<file path="src/rtl/instr_fetch_unit.sv">
// -----------------------------------------------------------------------------
// instr_fetch_unit
// Generates the PC, fetches from instruction memory over a req/ack handshake
// and presents each fetched instruction to decode over a valid/ready handshake.
// A one-cycle redirect from execute discards whatever is in flight or held and
// restarts fetching at the (word-aligned) target.
//
// Ports:
//   clk          system clock, rising edge
//   rst          synchronous active-high reset
//   imem_req     fetch request, held with stable imem_addr until imem_ack
//   imem_addr    word-aligned fetch address
//   imem_ack     memory response, only honoured while imem_req=1
//   imem_rdata   instruction word returned with imem_ack
//   instr_valid  instr/instr_pc hold a fetched instruction
//   instr_ready  decode accepts the instruction when high with instr_valid
//   instr        fetched instruction (NOP_INSTR when nothing is held)
//   instr_pc     address of instr
//   redirect     one-cycle pulse: restart fetching at redirect_pc
//   redirect_pc  redirect target, low two bits ignored
// -----------------------------------------------------------------------------
module instr_fetch_unit #(
    parameter int unsigned     XLEN      = 32,
    parameter logic [XLEN-1:0] RESET_PC  = '0,
    parameter logic [XLEN-1:0] NOP_INSTR = XLEN'(32'h0000_0013)
) (
    input  logic            clk,
    input  logic            rst,
    output logic            imem_req,
    output logic [XLEN-1:0] imem_addr,
    input  logic            imem_ack,
    input  logic [XLEN-1:0] imem_rdata,
    output logic            instr_valid,
    input  logic            instr_ready,
    output logic [XLEN-1:0] instr,
    output logic [XLEN-1:0] instr_pc,
    input  logic            redirect,
    input  logic [XLEN-1:0] redirect_pc
);

    localparam logic [XLEN-1:0] PC_STEP    = XLEN'(4);
    localparam logic [XLEN-1:0] ALIGN_MASK = ~XLEN'(3);

    // FETCH: request outstanding for pc. HOLD: instruction presented to decode.
    // DISCARD: a redirect arrived mid-request; drain the stale ack first.
    typedef enum logic [1:0] {
        S_FETCH   = 2'd0,
        S_HOLD    = 2'd1,
        S_DISCARD = 2'd2
    } state_t;

    state_t          r_state;
    logic [XLEN-1:0] r_pc;
    logic [XLEN-1:0] r_req_addr;
    logic [XLEN-1:0] r_instr;
    logic [XLEN-1:0] r_instr_pc;
    logic            r_instr_valid;

    state_t          w_state_nxt;
    logic [XLEN-1:0] w_pc_nxt;
    logic [XLEN-1:0] w_req_addr_nxt;
    logic [XLEN-1:0] w_instr_nxt;
    logic [XLEN-1:0] w_instr_pc_nxt;
    logic            w_instr_valid_nxt;
    logic [XLEN-1:0] w_redirect_pc;
    logic            w_ack;

    assign w_redirect_pc = redirect_pc & ALIGN_MASK;
    assign w_ack         = imem_req & imem_ack;

    // Request is a pure function of state so it can never be withdrawn early.
    assign imem_req    = ~rst & (r_state != S_HOLD);
    assign imem_addr   = r_req_addr;
    assign instr_valid = r_instr_valid;
    assign instr       = r_instr;
    assign instr_pc    = r_instr_pc;

    // Next-state logic; redirect takes priority in every state.
    always_comb begin
        w_state_nxt       = r_state;
        w_pc_nxt          = r_pc;
        w_instr_nxt       = r_instr;
        w_instr_pc_nxt    = r_instr_pc;
        w_instr_valid_nxt = r_instr_valid;

        unique case (r_state)
            S_FETCH: begin
                if (redirect) begin
                    w_pc_nxt = w_redirect_pc;
                    // Without an ack the request must stay up on the old address.
                    if (!w_ack) begin
                        w_state_nxt = S_DISCARD;
                    end
                end else if (w_ack) begin
                    w_instr_nxt       = imem_rdata;
                    w_instr_pc_nxt    = r_pc;
                    w_instr_valid_nxt = 1'b1;
                    w_pc_nxt          = r_pc + PC_STEP;
                    w_state_nxt       = S_HOLD;
                end
            end
            S_DISCARD: begin
                if (redirect) begin
                    w_pc_nxt = w_redirect_pc;
                end
                if (w_ack) begin
                    w_state_nxt = S_FETCH;
                end
            end
            S_HOLD: begin
                if (redirect) begin
                    w_pc_nxt = w_redirect_pc;
                end
                if (redirect || instr_ready) begin
                    w_instr_valid_nxt = 1'b0;
                    w_instr_nxt       = NOP_INSTR;
                    w_state_nxt       = S_FETCH;
                end
            end
            default: begin
                w_state_nxt = S_FETCH;
            end
        endcase

        // A new request always starts on the updated pc.
        w_req_addr_nxt = (w_state_nxt == S_FETCH) ? w_pc_nxt : r_req_addr;
    end

    // State registers with synchronous reset.
    always_ff @(posedge clk) begin
        if (rst) begin
            r_state       <= S_FETCH;
            r_pc          <= RESET_PC;
            r_req_addr    <= RESET_PC;
            r_instr       <= NOP_INSTR;
            r_instr_pc    <= '0;
            r_instr_valid <= 1'b0;
        end else begin
            r_state       <= w_state_nxt;
            r_pc          <= w_pc_nxt;
            r_req_addr    <= w_req_addr_nxt;
            r_instr       <= w_instr_nxt;
            r_instr_pc    <= w_instr_pc_nxt;
            r_instr_valid <= w_instr_valid_nxt;
        end
    end

endmodule

</file>
<file path="config.mk">
export PLATFORM = sky130hd
export DESIGN_NAME = instr_fetch_unit
export DESIGN_NICKNAME = d
export VERILOG_FILES = /design/src/rtl/instr_fetch_unit.sv
export SDC_FILE = /design/constraint.sdc
export NUM_CORES = 1
export LEC_CHECK = 0
export ABC_AREA = 1
export BUFFER_PORTS_ARGS = -buffer_cell sky130_fd_sc_hd__buf_2
export CORE_MARGIN = 2
export CORE_UTILIZATION = 53
export CTS_BUF_LIST = sky130_fd_sc_hd__clkbuf_16
export CTS_CLUSTER_SIZE = 14
export DETAILED_ROUTE_END_ITERATION = 6
export HOLD_SLACK_MARGIN = 0.05
export PLACE_DENSITY = 0.89
export SKIP_LAST_GASP = 1
export SLEW_MARGIN = 20
export SYNTH_ARGS = -nofsm -noshare
export SYNTH_HDL_FRONTEND = slang
export SYNTH_SLANG_ARGS = --single-unit
</file>
<file path="constraint.sdc">
create_clock -name clk -period 2.31 [get_ports clk]
set_input_delay 0.1155 -clock clk [delete_from_list [all_inputs] [get_ports clk]]
set_output_delay 0.1155 -clock clk [all_outputs]
set_load 0.01 [all_outputs]
</file>
; ---- After elaboration in Yosys (flattened, before gate mapping)
; Index checks and enable logic that the tools add are counted.
[totals]
reg_bits = 131
out_inout_bits = 98
in_bits = 69
wordCells = 42
[op_classes]
mux = 18
eq_ne = 6
addsub = 1
n_reduce_logical = 7
bitwise_logic = 4
[ops]
columns = op, n
row1 = 32-bit two-way mux, 6
row2 = 32-bit one-hot mux with 2 select lines, 2
row3 = "32-bit by 3-bit adder with 32-bit output, second input constant", 1
row4 = 2-bit two-way mux, 5
row5 = "2-bit inequality test, second input constant", 3
row6 = 2-bit one-hot mux with 3 select lines, 1
row7 = 2-bit zero test, 2
row8 = 4-bit AND reduction, 1
row9 = 1-bit two-way mux, 3
row10 = 3-bit AND reduction, 1
row11 = 1-bit AND, 2
row12 = "2-bit by 1-bit equality test with 1-bit output, second input constant", 1
row13 = "2-bit equality test, second input constant", 1
row14 = "2-bit by 1-bit inequality test with 1-bit output, second input constant", 1
row15 = 1-bit NOT, 2
row16 = 1-bit one-hot mux with 2 select lines, 1
row17 = 2-bit nonzero test, 1
row18 = 2-bit OR reduction, 1
row19 = 1-bit logical OR, 1

; ---- Longest topological paths before layout
; Gate-level depths: netlist of the first run.
[depth]
depth_word = 7
mapped_depth = 14
ltp_nobuf = 14

; ---- Worst setup path before layout of the first run
; Ideal clock, no wire load.
[synth_path]
path_kind = register to register
from = reg r_state[1]
to = reg r_req_addr[24] (netlist: imem_addr[24])
setup_slack_ns = 0.443
stages_incl_launch_ff = 15
arrival_ns = 1.745
setup_time_ns = 0.122
t_required_ns = 2.188
period_less_slack_ns = 1.867
cell_sequence = dfxtp_1 inv_1 ha_1 nor2_8 nand2_4 nor2_4 nand2_1 nor2_2 nand2_1 nand2_1 nand3_1 nand2_1 nand2_1 o21ai_1 a21oi_1
[synth_between]
elab_chain_len = 7
elab_cells_between_ends = 17
cone_classes = eq/ne (3) / mux (9) / bitwise (2) / reduce/logical (3)
[synth_rtl]
columns = item, line_no
row1 = start: declaration, 52  ; state_t r_state;
row2 = start signal: assignment, 139  ; r_state <= w_state_nxt;
row3 = 2-bit by 1-bit inequality test with 1-bit output (*), 72  ; assign imem_req = ~rst & (r_state != S_HOLD);
row4 = 1-bit AND (*), 72
row5 = via imem_req, 29  ; output logic imem_req,
row6 = 1-bit AND (*), 69  ; assign w_ack = imem_req & imem_ack;
row7 = "2-bit two-way mux, on equally long branches", "94, 91"
row8 = 2-bit two-way mux, 88  ; if (redirect) begin
row9 = 2-bit one-hot mux with 3 select lines, 86  ; unique case (r_state)
row10 = 2-bit zero test, 126  ; w_req_addr_nxt = (w_state_nxt == S_FETCH) ? w_pc_nxt : r_req_addr;
row11 = end signal: assignment, 141  ; r_req_addr <= w_req_addr_nxt;
row12 = end: declaration, 54  ; logic [XLEN-1:0] r_req_addr;
; Mark *: on every way through the listed nets, which the timed path passes. The rest lies on a longest branch.
; A chain may end at the register's enable or synchronous reset.

; ---- Final worst setup path of the first run
[layout_path]
from = reg r_state[1]
to = reg r_req_addr[18] (netlist: imem_addr[18])
[layout_between]
elab_chain_len = 7
elab_cells_between_ends = 17
cone_classes = eq/ne (3) / mux (9) / bitwise (2) / reduce/logical (3)
[layout_rtl]
columns = item, line_no
row1 = 2-bit by 1-bit inequality test with 1-bit output, 72
row2 = 1-bit AND, 72
row3 = 1-bit AND, 69
row4 = "2-bit two-way mux, on equally long branches", "94, 91"
row5 = 2-bit two-way mux, 88
row6 = 2-bit one-hot mux with 3 select lines, 86
row7 = 2-bit zero test, 126
; Several ways; a longest one is shown, not always the timed one.

==> results of run 1 <==
## sequential cells by signal, indices dropped and copies added (netlist names)
name and flops:
imem_addr 32, instr_pc 32, r_state 2, instr_valid 1, r_pc 32, instr 32
## layout make-up
type / instances / area, um^2
clock inverters: 15 / 168
clock buffers: 17 / 425
inverters: 87 / 332
well taps: 147 / 184
fillers: 940 / 3630
flip-flops and latches: 131 / 2620
repair buffers: 213 / 1320
multi-input cells: 699 / 3230
## worst max-delay path by stage
stage	startpoint	to	slack [ns]	depth (start not counted)
6_report	r_state[1]	imem_addr[18]	0.07	12
5_1_grt	r_state[1]	imem_addr[14]	-0.09	12
4_1_cts	r_state[1]	imem_addr[28]	0.14	14
3_5_place_dp	r_state[1]	imem_addr[28]	0.15	14
3_3_place_gp	r_state[1]	imem_addr[28]	0.23	14
2_1_floorplan	r_state[1]	imem_addr[24]	0.44	14
## routing by layer
| metal | wire, um | vias to the layer above | global-route usage |
|---|---|---|---|
| met1 | 8640 | 3283 | 0.405 |
| met3 | 1910 | 65 | 0.0582 |
| met5 | 0 | - | 0 |
| met4 | 807 | 0 | 0.157 |
| li1 | - | 3486 | - |
| met2 | 9260 | 413 | 0.483 |
## power breakdown
group          switching (W)  leakage (nW)  internal [W]
sequential          0.000125          1.07       0.00244
combinational       0.000751          2.49      0.000440
clock                0.00102         0.281       0.00168
total                0.00190          3.84       0.00456
## per-stage QoR
stage | util | area, um^2
after floorplan | - | 6430
after global placement | 0.616 | 7330
after detailed placement | 0.616 | 7330
after CTS | 0.692 | 8250
after global routing | 0.695 | 8280
final | 0.695 | 8280
## layout by cell type (no fill, tap or decap), types with 4 or more instances in the layout
cell type,instances
nand2_1,288
buf_2,164
dfxtp_1,131
nor2_1,103
a21oi_1,100
inv_1,81
o21ai_0,72
nand3_1,55
dlygate4sd3_1,32
clkbuf_16,18
nor3_1,13
buf_4,13
a21oi_2,12
nand4_1,9
o22ai_1,7
nor2_2,5
inv_2,5
ha_1,5
o211ai_1,4
a31oi_1,4
clkinvlp_4,4
## cell families after synthesis
family | share of synthesized area
buf+inv | 0.0930
flops | 0.408
fa+ha+maj | 0.00973
compound gates | 0.176
simple gates | 0.313
## timing repair
action | 4_1_cts | 5_1_grt
hold endpoints to repair | 32 | 0
resized for setup | 0 | 4
hold buffers | 32 | 0
setup endpoints to repair | 0 | 18
## tightest hold or removal path, cell delays in order
cell and delay (ns):
buf_2 0.09, a31oi_1 0.08, nand2_1 0.07, nand2_1 0.07, nor2_1 0.08
==> flow_summary.json, run 1 <==
{
  "syn_inst": 973,
  "arrival_ns": 2.58,
  "ant_nets": 0,
  "hold_viol": 0,
  "total_power_w": 0.00646,
  "hp-start": "redirect_pc[14]",
  "grt_pass1_vias": 6477,
  "status": "finished, violations left",
  "synth_flop_cell": "dfxtp_1",
  "synth-async-reset-ratio": 0,
  "max_freq_ghz": 0.446,
  "final_nets": 1223,
  "drt-initial-drc-count": 862,
  "hold_ws_ns": 0.131,
  "via_per_inst": 5.54,
  "die-area_um2": 13000,
  "setup_tns_ns": 0,
  "rsz0062_at_grt": "yes",
  "slowest_stage": "dfxtp_1",
  "synth_seq_cells": 131,
  "die_w_um": 114,
  "synth_top_area_share": 0.408,
  "path_delay_family": "simple AND/OR/NAND/NOR gates",
  "root_buffer": "clkbuf_16",
  "yosysSeqAreaShare": 0.408,
  "r2r_slack_ns": 0.07,
  "start_util": 0.540,
  "placedCellCount": 1244,
  "clockBufferDepth": 2,
  "critical_path_class": "flip-flop to flip-flop",
  "cts_tree": "done",
  "yosysMostFrequentCell": "nand2_1",
  "hold_path_class": "input port to flip-flop",
  "yosys-top-cells-count": "nand2_1, dfxtp_1, nor2_1, a21oi_1, inv_1",
  "whs_endpoint": "r_pc[14]",
  "worstSetupStartpointType": "flip-flop",
  "synth_top_cell_by_area": "dfxtp_1",
  "wl_per_cell_um": 15.8,
  "finalCriticalPeriod_ns": 2.24,
  "port_buffers": 164,
  "instances_no_fill": 1309,
  "htree_num_levels": 4,
  "n_antenna_cell": 0,
  "ios": 167,
  "post-place-ws_ns": 0.152,
  "path_cells": "inv_1 -> ha_1 -> inv_2 -> nand2_2 -> nor2_4 -> nor2_1 -> o22ai_1 -> nand3_2 -> nand2_4 -> inv_4 -> buf_12 -> a21oi_1",
  "drive_above_1_share": 0.213,
  "min_path_cells": 5,
  "cp_num_buf_inv": 4,
  "irDropWorstVdd_mv": 0.454,
  "final.setup.worst_slack_ns": 0.0657,
  "finalMaxSlewViolations": 0,
  "max_cap_violations": 0,
  "violations": "DRC",
  "syn_avg_cell_area_um2": 6.61,
  "antenna_found_initial": 0,
  "hpwl_um": 12800,
  "skew_ns": 0.00773,
  "fp-row-count": 40,
  "synth_area_leaders": "dfxtp_1, nand2_1, a21oi_1",
  "cp_max_fo": 23,
  "yosysWarningCount": 0,
  "path_clk_slew_ns": 0.06,
  "crit_path_end_kind": "flip-flop",
  "power_leakage_nw": 3.84,
  "synth.distinct_cells": 36,
  "vias": 7247,
  "areaGrowthSynthToFinish_pct": 28.8,
  "cts.sink_count": 131,
  "tightest_slew_ns": 0.588,
  "synth.net_count": 1047,
  "grt_pass1_wl_um": 31900,
  "power_density_nw_per_um2": 779,
  "core_area_um2": 11900,
  "r2r_end": "imem_addr[18]",
  "required_ns": 2.65,
  "gp_congestion": 0.965,
  "synth-edff-count": 0,
  "dieHeight_um": 114,
  "ff2ff_path_depth": 12,
  "grt_max_degree": 64,
  "route.detailed.drc": 2,
  "clock_latency_ns": 0.42,
  "fin_crit_sh": 0.972,
  "finalSetupViolations": 0,
  "grt_overflow": 0,
  "cts_buffers": 17,
  "syn_area_um2": 6430,
  "totalWireLength_um": 20600,
  "slowest_delay_ns": 0.39,
  "max_slew_margin": 0.608,
  "globalRouteTotalUtil": 0.308,
  "r2r-start": "r_state[1]",
  "cts_setup_buffers": 0,
  "first_pass_iters": 7
}
(Power assumes the default switching activity.)
==> inputs of run 2 (changes only) <==
--- a/config.mk
+++ b/config.mk
@@ -5,10 +5,9 @@
 export SDC_FILE = /design/constraint.sdc
 export NUM_CORES = 1
 export LEC_CHECK = 0
-export ABC_AREA = 1
 export BUFFER_PORTS_ARGS = -buffer_cell sky130_fd_sc_hd__buf_2
 export CORE_MARGIN = 2
-export CORE_UTILIZATION = 53
+export CORE_UTILIZATION = 52
 export CTS_BUF_LIST = sky130_fd_sc_hd__clkbuf_16
 export CTS_CLUSTER_SIZE = 14
 export DETAILED_ROUTE_END_ITERATION = 6
==> run 2 against run 1 <==
  * The flow finishes with violations (DRC, setup timing)
  * Via count is 7.2% lower
  * Final area grew 2.1%
  * Sequential cell count unchanged
  * Setup slack got worse by 0.12 ns
  * Synthesized cell count down 27%
  * Routed wire length up 3.9%
  * Worst hold slack worse by 0.039 ns
==> flow_summary.json, run 2 <==
{
  "fp-row-count": 38,
  "path_depth": 9,
  "max_slew_margin": 0.364,
  "placedCellCount": 1036,
  "synth_flop_cell": "dfxtp_1",
  "layout_common_cells": "buf_2, dfxtp_1, nor2_1",
  "die-area_um2": 12000,
  "yosys-top-cells-count": "dfxtp_1, nor2_1, nand2_1, a21oi_1, clkbuf_1",
  "slowest_delay_ns": 0.41,
  "synth-edff-count": 0,
  "placed_area_um2": 7250,
  "hold_path_class": "input port to flip-flop",
  "drive_above_1_share": 0.326,
  "yosysSeqAreaShare": 0.451,
  "synth.net_count": 784,
  "final_common_cell": "buf_2",
  "grt_max_degree": 98,
  "crit_path_end_kind": "flip-flop",
  "arrival_ns": 2.62,
  "ff2ff_path_depth": 9,
  "yosysMostFrequentCell": "dfxtp_1",
  "n_antenna_cell": 0,
  "irDropWorstVdd_mv": 0.589,
  "worstSetupStartpointType": "flip-flop",
  "critical_path_class": "flip-flop to flip-flop",
  "yosysWarningCount": 0,
  "syn_area_um2": 5810,
  "crit_start": "r_state[1]",
  "finalMaxSlewViolations": 0,
  "synth_area_leaders": "dfxtp_1, nor2_1, nand2_1",
  "via_per_inst": 6.04,
  "dieHeight_um": 110,
  "grt_pass1_wl_um": 31500,
  "synth_top_area_share": 0.451,
  "synth_seq_cells": 131,
  "grt_pass1_vias": 6508,
  "port_buffers": 164,
  "path_delay_family": "simple AND/OR/NAND/NOR gates",
  "totalWireLength_um": 21400,
  "path_cells": "inv_2 -> ha_4 -> or3b_4 -> or3_4 -> buf_6 -> nor4_4 -> xor2_1 -> a222oi_1 -> a211oi_2",
  "final_nets": 1036,
  "post-place-ws_ns": -0.0612,
  "htree_num_levels": 4,
  "clockBufferDepth": 2,
  "power_density_nw_per_um2": 793,
  "synth-async-reset-ratio": 0,
  "synth_top_cell_by_area": "dfxtp_1",
  "root_buffer": "clkbuf_16",
  "total_power_w": 0.00670,
  "rsz0062_at_grt": "yes",
  "final.setup.worst_slack_ns": -0.0568,
  "ant_nets": 0,
  "clock_latency_ns": 0.42,
  "r2r-start": "r_state[1]",
  "finalCriticalPeriod_ns": 2.37,
  "slowest_stage": "a222oi_1",
  "globalRouteTotalUtil": 0.345,
  "grt_overflow": 0,
  "fin_crit_sh": 1.02,
  "core_area_um2": 10900,
  "cp_num_buf_inv": 2,
  "syn_avg_cell_area_um2": 8.19,
  "finalSetupViolations": 5,
  "cts_tree": "done",
  "status": "finished, violations left",
  "min_path_cells": 3,
  "path_clk_slew_ns": 0.06,
  "wl_per_cell_um": 19.2,
  "gp_congestion": 0.984,
  "hold_ws_ns": 0.0920,
  "required_ns": 2.57,
  "hpwl_um": 13300,
  "max_freq_ghz": 0.423,
  "die_w_um": 110,
  "route.detailed.drc": 1,
  "violations": "DRC, setup timing",
  "hold_viol": 0,
  "first_pass_iters": 7,
  "hp-start": "redirect_pc[13]",
  "instances_no_fill": 1114,
  "start_util": 0.534,
  "tightest_slew_ns": 0.955,
  "skew_ns": 0.00929,
  "power_leakage_nw": 3.72,
  "antenna_found_initial": 0,
  "vias": 6726,
  "cts.sink_count": 131,
  "ios": 167,
  "cp_max_fo": 5,
  "cts_buffers": 17,
  "drt-initial-drc-count": 832,
  "synth.distinct_cells": 68,
  "design_area_um2": 8460,
  "max_cap_violations": 0,
  "areaGrowthSynthToFinish_pct": 45.5,
  "syn_inst": 710
}
## run 2: per-layer routing
layer	part of all wire	GRT usage
met5	0	0
met4	0.050	0.202
met3	0.11	0.111
met2	0.47	0.585
met1	0.37	0.378
## run 2: metrics by stage
| stage | setup TNS [ns] | util |
|---|---|---|
| finish | -0.153 | 0.777 |
| global route | -0.873 | 0.777 |
| CTS | -0.0791 | 0.762 |
| detailed placement | -0.143 | 0.666 |
| global placement | -0.0550 | 0.666 |
| floorplan | -0.275 | - |
## run 2: what timing repair did
item	in CTS	in global routing
endpoints found under the setup margin	8	46
pin swaps	4	12
endpoints found under the hold margin	41	0
gates cloned	0	2
hold buffers	41	0
resized for setup	5	19
setup buffers	0	4
## run 2: worst reg2reg max path, cell delays in order (launching register included)
cell and delay, ns:
dfxtp_2 0.33, inv_2 0.05, ha_4 0.16, or3b_4 0.37, or3_4 0.38, buf_6 0.14, nor4_4 0.14, xor2_1 0.11
a222oi_1 0.41, a211oi_2 0.13
## run 2: layout make-up
| type | count | area (um^2) |
|---|---|---|
| Tap cell | 140 | 175 |
| Timing Repair Buffer | 286 | 1930 |
| Inverter | 12 | 45.0 |
| Multi-Input combinational cell | 514 | 3070 |
| Clock buffer | 17 | 425 |
| Fill cell | 700 | 2430 |
| Clock inverter | 14 | 190 |
| Sequential cell | 131 | 2620 |
## run 2: where the power goes
group | switching (W) | total (W) | internal, W
sequential | 0.000109 | 0.00253 | 0.00242
combinational | 0.000763 | 0.00134 | 0.000574
clock | 0.00104 | 0.00284 | 0.00180
## run 2: worst paths after layout
kind                                       to  slack (ns)
worst min register to register    instr_pc[8]        0.45
worst min-delay path                 r_pc[13]        0.09
worst max-delay path            imem_addr[19]       -0.06
worst max register to register  imem_addr[19]       -0.06
## run 2: logic make-up after synthesis
kind of cell | after synthesis | share of synthesized area
buf+inv | 65 | 0.0448
mux | 8 | 0.0146
compound gates | 202 | 0.232
flops | 131 | 0.451
simple gates | 292 | 0.237
fa+ha+maj | 5 | 0.0108
xor+xnor | 7 | 0.0105
==> inputs of run 3 (changes only) <==
--- a/config.mk
+++ b/config.mk
@@ -5,7 +5,7 @@
 export SDC_FILE = /design/constraint.sdc
 export NUM_CORES = 1
 export LEC_CHECK = 0
-export BUFFER_PORTS_ARGS = -buffer_cell sky130_fd_sc_hd__buf_2
+export BUFFER_PORTS_ARGS = -buffer_cell sky130_fd_sc_hd__buf_4
 export CORE_MARGIN = 2
 export CORE_UTILIZATION = 52
 export CTS_BUF_LIST = sky130_fd_sc_hd__clkbuf_16
==> run 3 against run 2 <==
  * The flow still finishes with violations (DRC, setup timing)
  * Sequential share of layout area down 1.3 points
  * Setup slack lost 0.18 ns
  * Maximum frequency fell by 7.1%
  * Global-route usage is 1.8 points higher
  * Count of clock-buffer cells in the layout is the same
  * Highest routed layer unchanged
  * Via count up 2.4%
==> flow_summary.json, run 3 (synthesized netlist as in run 2, its figures left out) <==
{
  "wl_per_cell_um": 20.6,
  "hold_ws_ns": 0.0490,
  "irDropWorstVdd_mv": 0.547,
  "drive_above_1_share": 0.329,
  "drt-initial-drc-count": 766,
  "tightest_slew_ns": 0.805,
  "worstSetupStartpointType": "flip-flop",
  "clock_latency_ns": 0.43,
  "hold_path_class": "input port to flip-flop",
  "ios": 167,
  "met1_length_um": 8410,
  "hold_viol": 0,
  "clockBufferDepth": 2,
  "max_cap_violations": 0,
  "grt_pass1_vias": 6569,
  "skew_ns": 0.0121,
  "route.detailed.drc": 4,
  "hpwl_um": 13300,
  "p_comb_frac": 0.223,
  "start_util": 0.534,
  "cts.sink_count": 131,
  "finalSetupViolations": 9,
  "cts_tree": "done",
  "vias": 6889,
  "gp_congestion": 0.963,
  "power_density_nw_per_um2": 758,
  "totalWireLength_um": 22900,
  "path_clk_slew_ns": 0.07,
  "rsz0062_at_grt": "yes",
  "p_seq_frac": 0.380,
  "final.setup.worst_slack_ns": -0.238,
  "finalCriticalPeriod_ns": 2.55,
  "fillers": 644,
  "power_leakage_nw": 3.77,
  "design_area_um2": 8840,
  "p_clk_frac": 0.397,
  "routed.top_layer": "met4",
  "crit_path_end_kind": "flip-flop",
  "grt_pass1_wl_um": 33500,
  "cp_max_fo": 4,
  "globalRouteTotalUtil": 0.364,
  "finalMaxSlewViolations": 0,
  "die_w_um": 110,
  "critPathCapture": "imem_addr[30]",
  "r2r-start": "r_pc[12]",
  "layout_common_cells": "buf_4, dfxtp_1, nor2_1",
  "violations": "DRC, setup timing",
  "placedCellCount": 1030,
  "ant_nets": 0,
  "port_buffers": 164,
  "cts_buffers": 17,
  "core_area_um2": 10900,
  "fp-row-count": 38,
  "dieHeight_um": 110,
  "n_antenna_cell": 0,
  "p_sw_frac": 0.321,
  "final_common_cell": "buf_4",
  "arrival_ns": 2.83,
  "total_power_w": 0.00671,
  "critical_path_class": "flip-flop to flip-flop",
  "grt_max_degree": 84,
  "intPower_w": 0.00455,
  "max_slew_margin": 0.463,
  "required_ns": 2.60,
  "die-area_um2": 12000,
  "r2r_end": "imem_addr[30]",
  "max_freq_ghz": 0.393,
  "first_pass_iters": 7,
  "wl_met2_um": 11000,
  "htree_num_levels": 4,
  "antenna_found_initial": 0,
  "status": "finished, violations left",
  "root_buffer": "clkbuf_16",
  "p_sw_w": 0.00215,
  "fin_crit_sh": 1.10,
  "instances_no_fill": 1114,
  "grt_overflow": 0,
  "final_nets": 1035,
  "areaGrowthSynthToFinish_pct": 52.1,
  "ff2ff_path_depth": 8,
  "via_per_inst": 6.18,
  "placed_area_um2": 7620,
  "crit_start": "r_pc[12]",
  "r2r_slack_ns": -0.24,
  "wl_met3_um": 2440
}
[run 3: layout make-up]
type	count	area, um^2	area share
multi-input cells	514	3080	0.348
flip-flops and latches	131	2630	0.297
repair buffers	285	2330	0.264
clock buffers	17	425	0.0481
well taps	140	175	0.0198
clock inverters	15	158	0.0178
inverters	12	45.0	0.00509
[run 3: what timing repair did]
item / CTS / global route
gates resized for setup: 7 / 20
cloned: 0 / 1
pin swaps: 10 / 12
hold buffers: 44 / 0
endpoints found under the hold margin: 44 / 0
setup buffers: 2 / 5
setup endpoints to repair: 29 / 44
[run 3: worst min path at each step]
| stage | to | cells past startpoint | slack (ns) | from |
|---|---|---|---|---|
| 6_report | r_pc[22] | 3 | 0.05 | redirect_pc[22] |
| 5_1_grt | r_pc[22] | 3 | 0.1 | redirect_pc[22] |
| 4_1_cts | r_pc[14] | 4 | 0.05 | redirect_pc[14] |
| 3_5_place_dp | instr[0] | 3 | 0.37 | imem_rdata[0] |
| 3_3_place_gp | instr[0] | 3 | 0.35 | imem_rdata[0] |
| 2_1_floorplan | r_pc[11] | 2 | 0.26 | redirect_pc[11] |
[run 3: worst max-delay path: stages (launching register included)]
cell and delay [ns]:
dfxtp_1 0.47, nand4_2 0.18, buf_4 0.19, nor4_1 0.47
buf_4 0.22, nand4_1 0.15, xnor2_1 0.18, a222oi_1 0.40
a211oi_1 0.15
[run 3: power groups by stage]
| stage | Clock, W | Combinational, W | Sequential [W] |
|---|---|---|---|
| after global routing | 0.00277 | 0.00159 | 0.00255 |
| final | 0.00266 | 0.00150 | 0.00255 |
| after global placement | 0 | 0.00123 | 0.00257 |
| after detailed placement | 0 | 0.00126 | 0.00257 |
| after CTS | 0.00264 | 0.00135 | 0.00253 |
| after floorplan | 0 | 0.000602 | 0.00261 |
[run 3: routing by layer]
layer / vias up / global-route usage
met2: 531 / 0.612
li1: 3039 / -
met5: - / 0
met4: 0 / 0.161
met1: 3192 / 0.430
met3: 127 / 0.106
[run 3: through the flow]
stage	setup slack, ns	TNS (ns)	util
final	-0.238	-1.03	0.812
after global routing	-0.358	-2.15	0.812
after CTS	-0.0144	-0.0251	0.799
after detailed placement	-0.0585	-0.129	0.700
after global placement	-0.00836	-0.00836	0.700
after floorplan	-0.102	-0.275	-
